[src/rtl/showcase_ram_reader_pkg.sv]
// Shared definitions for the showcase RAM read path.
// Holds the default widths and the result-extension helper.
package showcase_ram_reader_pkg;

  localparam int unsigned RAM_ADDR_WIDTH = 2;
  localparam int unsigned RAM_DATA_WIDTH = 8;
  localparam int unsigned RAM_OUT_WIDTH  = 32;

  // Widest result the helper can produce; callers truncate to their own width.
  localparam int unsigned EXT_MAX_WIDTH  = 64;
  localparam int unsigned EXT_IDX_W      = 6;

  function automatic logic [EXT_MAX_WIDTH-1:0] extend(
    input logic [EXT_MAX_WIDTH-1:0] value,
    input logic                     is_signed,
    input int unsigned              data_width
  );
    logic [EXT_MAX_WIDTH-1:0] result;
    logic                     fill;
    result = '0;
    fill   = is_signed & value[EXT_IDX_W'(data_width - 1)];
    for (int unsigned i = 0; i < EXT_MAX_WIDTH; i++) begin
      result[EXT_IDX_W'(i)] = (i < data_width) ? value[EXT_IDX_W'(i)] : fill;
    end
    return result;
  endfunction

endpackage

[src/rtl/showcase_resp_fifo.sv]
// Register-based response FIFO with combinational head output.
// Head output shows the last popped entry while empty.
module showcase_resp_fifo #(
  parameter int unsigned DEPTH = 2,
  parameter int unsigned WIDTH = 32,
  parameter int unsigned CNT_W = $clog2(DEPTH + 1)
) (
  input  logic             clk,
  input  logic             rst_n,
  input  logic             push,
  input  logic [WIDTH-1:0] push_data,
  input  logic             pop,
  output logic [CNT_W-1:0] count,
  output logic             vld,
  output logic [WIDTH-1:0] data
);

  localparam int unsigned PTR_W = (DEPTH > 1) ? $clog2(DEPTH) : 1;
  localparam logic [PTR_W-1:0] LAST_IDX = PTR_W'(DEPTH - 1);

  logic [WIDTH-1:0] mem [DEPTH];
  logic [PTR_W-1:0] rd_ptr;
  logic [PTR_W-1:0] wr_ptr;
  logic [PTR_W-1:0] prev_ptr;
  logic             pop_ok;

  function automatic logic [PTR_W-1:0] next_ptr(input logic [PTR_W-1:0] p);
    return (p == LAST_IDX) ? '0 : p + 1'b1;
  endfunction

  assign vld      = (count != '0);
  assign pop_ok   = pop & vld;
  assign prev_ptr = (rd_ptr == '0) ? LAST_IDX : rd_ptr - 1'b1;
  assign data     = vld ? mem[rd_ptr] : mem[prev_ptr];

  always_ff @(posedge clk or negedge rst_n) begin
    if (!rst_n) begin
      mem    <= '{default: '0};
      rd_ptr <= '0;
      wr_ptr <= '0;
      count  <= '0;
    end else begin
      if (push) begin
        mem[wr_ptr] <= push_data;
        wr_ptr      <= next_ptr(wr_ptr);
      end
      if (pop_ok) begin
        rd_ptr <= next_ptr(rd_ptr);
      end
      unique case ({push, pop_ok})
        2'b10:   count <= count + 1'b1;
        2'b01:   count <= count - 1'b1;
        default: ;
      endcase
    end
  end

endmodule

[src/rtl/showcase_ram_reader.sv]
// Read-side controller for the showcase signed-byte RAM.
// Issues credit-limited reads and returns extended bytes through a response FIFO.
module showcase_ram_reader
  import showcase_ram_reader_pkg::*;
#(
  parameter int unsigned ADDR_WIDTH = RAM_ADDR_WIDTH,
  parameter int unsigned DATA_WIDTH = RAM_DATA_WIDTH,
  parameter int unsigned OUT_WIDTH  = RAM_OUT_WIDTH,
  parameter int unsigned DEPTH      = 2
) (
  input  logic                  clk,
  input  logic                  rst_n,
  input  logic [ADDR_WIDTH-1:0] req_addr,
  input  logic                  req_signed,
  input  logic                  req_vld,
  output logic                  req_rd,
  output logic                  ram_en,
  output logic [ADDR_WIDTH-1:0] ram_addr,
  input  logic [DATA_WIDTH-1:0] ram_dout,
  output logic [OUT_WIDTH-1:0]  resp_data,
  output logic                  resp_vld,
  input  logic                  resp_rd,
  output logic                  busy,
  output logic [15:0]           rd_cnt
);

  localparam int unsigned CNT_W  = $clog2(DEPTH + 1);
  localparam int unsigned CRED_W = CNT_W + 1;
  localparam logic [CRED_W-1:0] DEPTH_C = CRED_W'(DEPTH);

  logic [CNT_W-1:0]     fifo_count;
  logic [CRED_W-1:0]    credits;
  logic                 inflight;
  logic                 sign_q;
  logic                 accept;
  logic                 pop;
  logic                 fifo_vld;
  logic [OUT_WIDTH-1:0] ext_data;
  logic [15:0]          cnt_q;

  // A read in flight already owns a FIFO slot, so credits cover both.
  assign credits  = {1'b0, fifo_count} + {{(CRED_W-1){1'b0}}, inflight};
  assign pop      = fifo_vld & resp_rd;
  assign req_rd   = (credits < DEPTH_C) | ((credits == DEPTH_C) & pop);
  assign accept   = req_vld & req_rd;
  assign ram_en   = accept;
  assign ram_addr = req_addr;
  assign resp_vld = fifo_vld;
  assign busy     = inflight | (fifo_count != '0);
  assign rd_cnt   = cnt_q;
  assign ext_data = OUT_WIDTH'(extend(EXT_MAX_WIDTH'(ram_dout), sign_q, DATA_WIDTH));

  always_ff @(posedge clk or negedge rst_n) begin
    if (!rst_n) begin
      inflight <= 1'b0;
      sign_q   <= 1'b0;
      cnt_q    <= '0;
    end else begin
      inflight <= accept;
      if (accept) begin
        sign_q <= req_signed;
      end
      if (pop) begin
        cnt_q <= cnt_q + 16'd1;
      end
    end
  end

  showcase_resp_fifo #(
    .DEPTH (DEPTH),
    .WIDTH (OUT_WIDTH),
    .CNT_W (CNT_W)
  ) u_fifo (
    .clk       (clk),
    .rst_n     (rst_n),
    .push      (inflight),
    .push_data (ext_data),
    .pop       (pop),
    .count     (fifo_count),
    .vld       (fifo_vld),
    .data      (resp_data)
  );

endmodule

[config.mk]
export PLATFORM = sky130hd
export DESIGN_NAME = showcase_ram_reader
export DESIGN_NICKNAME = d
export VERILOG_FILES = /design/src/rtl/showcase_ram_reader_pkg.sv /design/src/rtl/showcase_resp_fifo.sv /design/src/rtl/showcase_ram_reader.sv
export SDC_FILE = /design/constraint.sdc
export NUM_CORES = 1
export LEC_CHECK = 0
export BUFFER_PORTS_ARGS = -buffer_cell sky130_fd_sc_hd__clkbuf_2
export CAP_MARGIN = 30
export CORE_ASPECT_RATIO = 0.9
export CORE_MARGIN = 3
export CORE_UTILIZATION = 50
export DETAILED_ROUTE_END_ITERATION = 10
export MAX_ROUTING_LAYER = met4
export PLACE_DENSITY = 0.87
export SLEW_MARGIN = 20
export SYNTH_ARGS = -nofsm -noshare
export SYNTH_HDL_FRONTEND = slang
export SYNTH_SLANG_ARGS = --single-unit
[constraint.sdc]
create_clock -name clk -period 5.68 [get_ports clk]
set_input_delay 1.704 -clock clk [delete_from_list [all_inputs] [get_ports clk]]
set_output_delay 1.704 -clock clk [all_outputs]
set_load 0.02 [all_outputs]
# Yosys cells after proc, flatten, opt, wreduce, memory -nomap -nowiden
# Cells that the tools add are included.
[totals] ff_bits=86 in_bits=15 elab_cells=50
[classes] addsub=7 magnitude_cmp=5 n_eq_ne=3 muxes=14 bitwise_logic=10 n_reduce_logical=3
[op_table] operator="32-bit 2-to-1 mux" n=8
[op_table] operator="64-bit bitwise mux" n=1
[op_table] operator="32-bit demux with 1-bit select" n=1
[op_table] operator="16-bit by 1-bit adder with 16-bit output, second input constant" n=1
[op_table] operator="2-bit greater-or-equal comparator, second input constant" n=3
[op_table] operator="1-bit NOT with 2-bit output" n=3
[op_table] operator="1-bit bitwise AND" n=5
[op_table] operator="2-bit case mux with 2 select lines" n=1
[op_table] operator="2-bit nonzero test" n=2
[op_table] operator="2-bit by 1-bit adder with 3-bit output" n=1
[op_table] operator="3-bit by 2-bit equality test with 1-bit output, second input constant" n=1
[op_table] operator="3-bit by 2-bit < comparator with 1-bit output, second input constant" n=1
[op_table] operator="1-bit 2-to-1 mux" n=3
[op_table] operator="1-bit adder, second input constant" n=2
[op_table] operator="2-bit by 1-bit adder with 2-bit output, second input constant" n=1
[op_table] operator="2-bit by 1-bit equality test with 1-bit output, second input constant" n=1
[op_table] operator="2-bit equality test, second input constant" n=1
[op_table] operator="2-bit by 1-bit < comparator with 1-bit output, second input constant" n=1
[op_table] operator="1-bit bitwise OR" n=2
[op_table] operator="2-bit by 1-bit subtractor with 2-bit output, second input constant" n=1
[op_table] operator="1-bit logical AND" n=1
[op_table] operator="1-bit subtractor, second input constant" n=1

# Depth between registers and ports, before layout
[logic_depth] depth_word=7 depth_mapped=6 ltp_nobuf=6

# Cells and area by module
# From an unflattened synthesis, not the netlist that was laid out.
[hier_totals] cells_unflattened=259 area_unflattened_um2=3958.8
[modules_own_cells] mod="showcase_resp_fifo" n_inst=1 cells_per_inst=186 area_per_inst_um2=3080.5 seq_area_each_um2=1701.6
[modules_own_cells] mod="showcase_ram_reader" n_inst=1 cells_per_inst=73 area_per_inst_um2=878.3 seq_area_each_um2=450.4

# Worst setup path after synthesis
# Ideal clock, no wire load.
[synth_timing] kind="input to output" start="input port resp_rd" end="output port ram_en" arrival_time_ns=2.367 required_time_ns=3.976 setup_slack_ns=1.609 stages=4 n_path_buf=1 path_cell_list="o21a_1 buf_6 a31o_4 and2_4"
[synth_via] elab_chain_cells=4
[synth_lines] element="start, declared" line_no="showcase_ram_reader.sv:22" text="input logic resp_rd,"
[synth_lines] element="1-bit bitwise AND" line_no="showcase_ram_reader.sv:43" text="assign pop = fifo_vld & resp_rd;"
[synth_lines] element="via pop" line_no="showcase_ram_reader.sv:36" text="logic pop;"
[synth_lines] element="1-bit bitwise AND" line_no="showcase_ram_reader.sv:44" text="assign req_rd = (credits < DEPTH_C) | ((credits == DEPTH_C) & pop);"
[synth_lines] element="1-bit bitwise OR" line_no="showcase_ram_reader.sv:44"
[synth_lines] element="via req_rd" line_no="showcase_ram_reader.sv:16" text="output logic req_rd,"
[synth_lines] element="1-bit bitwise AND" line_no="showcase_ram_reader.sv:45" text="assign accept = req_vld & req_rd;"
[synth_lines] element="end, declared" line_no="showcase_ram_reader.sv:17" text="output logic ram_en,"
# The timed path passes the listed nets, and every way through them passes these cells.

# Worst setup path in the final report
[layout_timing] start="input port resp_rd" end="output port ram_en"
[layout_via] elab_chain_cells=4
[layout_lines] element="1-bit bitwise AND" line_no="showcase_ram_reader.sv:43"
[layout_lines] element="1-bit bitwise AND" line_no="showcase_ram_reader.sv:44"
[layout_lines] element="1-bit bitwise OR" line_no="showcase_ram_reader.sv:44"
[layout_lines] element="1-bit bitwise AND" line_no="showcase_ram_reader.sv:45"
# No other way between the ends.

==> impl_metrics.toml <==
[run_status]
outcome = "complete, no violations"

[sta]
fmax_ghz = 0.229
setup_viol = 0
rsz0062_at_grt = "no"
postLayoutSetupSlackWorst_ns = 1.31
fin_crit_ns = 4.37
setup_tns_ns = 0
maxSlewHeadroom_pct = 58.0
timing.final.crit_share_pct = 76.9
tightest_slew_ns = 0.626
hold_slack_ns = 0.475
slew_viol_final = 0
fin_skew_ns = 0.00597
hold_viol = 0

[cells_and_area]
final_area_sq_um = 2280
final_common_cell = "clkbuf_2"
syn_to_final_growth_pct = 14.4
most-common-layout-cells = "clkbuf_2 (64), dfrtp_1 (40), mux2_2 (26)"
fillers = 319
insertedDiodeCount = 0
post-route-util_pct = 60.2
final_net_count = 228
drive_above_1_share_pct = 50.7
final_cell_count_no_fill = 255

[yosys]
syn-instance-count = 163
yosysTopAreaCellShare_pct = 50.3
synthesis.area_sq_um = 1990
synthDistinctLibCells = 25
yosys_warnings = 0
syn_avg_cell_area_sq_um = 12.2
synth_top_cell_by_area = "dfrtp_1"
ys_ff_latch = 40
ys_seq_area_share_pct = 50.3
syn-num-nets = 183
synth.area.top_cells = "dfrtp_1 (50%), mux2_2 (15%), buf_4 (9.4%)"

[floorplanning]
initial_utilization_pct = 52.6
fp.dieH_um = 65.9
boundaryPins = 69
die_w_um = 72.5
std_cell_rows = 21
die-area_sq_um = 4780
coreArea_sq_um = 3780

[routing]
first_pass_iters = 3
drt-vias-per-instance = 4.95
route.vias.total = 1263
ant_nets = 0
routedWlPerCell_um = 13.2
drc = 0
routed_wl_um = 3370
drt-initial-drc-count = 39

[power_and_ir_drop]
total_power_mw = 1.56
switching_share_pct = 45.4
p_int_uw = 850
leakage_nw = 1.13
pwr-share-comb_pct = 56.8
vdd_drop_max_mv = 0.312
p_clk_share_pct = 12.3
power_density_nw_per_um2 = 683
p_switching_uw = 705
p_seq_share_pct = 30.9

[grt]
grt_pass1_vias = 1217
grt_start_max_net_pins = 41
antenna_found_initial = 0
grt_pass1_wl_um = 5740
grt_overflow = 0
grt_use_total_pct = 16.3

[cts]
cts_tree = "done"
post_cts_buffers = 0
cts_resized = 0
clk_latency_ns = 0.29
h-tree-depth = 2
path_clk_slew_ns = 0.07
postCtsHoldBufs = 0
clockBufferDepth = 2
root_buffer = "clkbuf_8"
cts.sinks = 40
cts-buffers-inserted = 5

[worst_hold_path]
holdPathStages = 1
min_path_type = "flop to flop"

[critical_path]
crit_path_start_kind = "primary input"
criticalPathCategory = "primary input to output port"
ff2ff_setup_slack_ns = 3.90
critPathRequiredTime_ns = 3.98
critPathCaptureType = "output port"
crit_fanout = 10
critical_path_arrival_ns = 2.66
r2r_cells = 6

[placement]
dp_hpwl_um = 2470
numPlacedInstances = 246
pre_cts_slack_ns = 1.32
gpl.final_weighted_congestion = 0.742
place_area_sq_um = 2170
io_buffer_count = 64

[run]
maxCapViolations = 0
-- cell usage after synthesis --
| library cell | instances |
|---|---|
| and2_1 | 1 |
| and3_2 | 1 |
| mux2_4 | 1 |
| buf_2 | 1 |
| nor2_1 | 5 |
| xor2_1 | 4 |
| nand2_1 | 10 |
| ha_1 | 5 |
| and2_4 | 1 |
| buf_4 | 25 |
| buf_6 | 1 |
| and3_1 | 1 |
| mux2_2 | 26 |
| inv_1 | 6 |
| nor2_2 | 1 |
| nand4_1 | 5 |
| and4_2 | 1 |
| o21ai_0 | 2 |
| o21a_1 | 1 |
| xnor2_2 | 1 |
| xnor2_1 | 16 |
| a31o_4 | 1 |
| dfrtp_1 | 40 |
| nand3_1 | 6 |
| nor3_1 | 1 |
-- critical path, stage by stage --
cell	delay, ns
clkbuf_2	0.08
o21a_1	0.35
a31o_4	0.22
and2_4	0.15
clkbuf_2	0.16
-- power by group through the flow --
stage	Clock, mW	Combinational, mW	Sequential (mW)
final	0.191	0.883	0.481
after global routing	0.211	0.959	0.500
after CTS	0.198	0.898	0.482
after detailed placement	0	0.896	0.487
after global placement	0	0.876	0.478
after floorplan	0	0.775	0.489
-- routing by layer --
metal | wire (um) | up-vias | track usage, %
met1 | 1470 | 597 | 20.1
met2 | 1620 | 53 | 25.3
met5 | 0 | - | -
met4 | 29 | 0 | 6.22
met3 | 260 | 6 | 5.02
li1 | - | 607 | -
-- state kept, by name (all words and copies together), names as in the netlist --
register / flops
u_fifo.mem: 18
rd_cnt: 16
u_fifo.count: 2
inflight: 1
sign_q: 1
u_fifo.rd_ptr: 1
u_fifo.wr_ptr: 1
-- cells by family after synthesis --
family	count (synthesis)	synth area share (%)
xor+xnor	21	9.61
mux	27	15.5
simple gates	33	8.42
buf+inv	33	11.4
compound gates	4	1.76
flops	40	50.3
fa+ha+maj	5	3.14
-- final timing paths --
check                                startpoint    endpoint
worst max-delay path                    resp_rd      ram_en
worst min-delay path                 rd_cnt[15]  rd_cnt[15]
worst max register to register  u_fifo.count[0]      sign_q
worst min register to register       rd_cnt[15]  rd_cnt[15]
max in group asynchronous                 rst_n    inflight
min in group asynchronous                 rst_n   rd_cnt[9]
-- final cells by class --
type                            instances  area, sq um  share of cell area (%)
Sequential cell                        40         1000                    43.9
Timing Repair Buffer                   65          340                    14.9
Clock inverter                          2         10.0                   0.439
Clock buffer                            6         82.6                    3.62
Inverter                                6         22.5                   0.988
Multi-Input combinational cell         90          764                    33.6
Tap cell                               46         57.6                    2.53
Power figures use the tool's default switching activity.
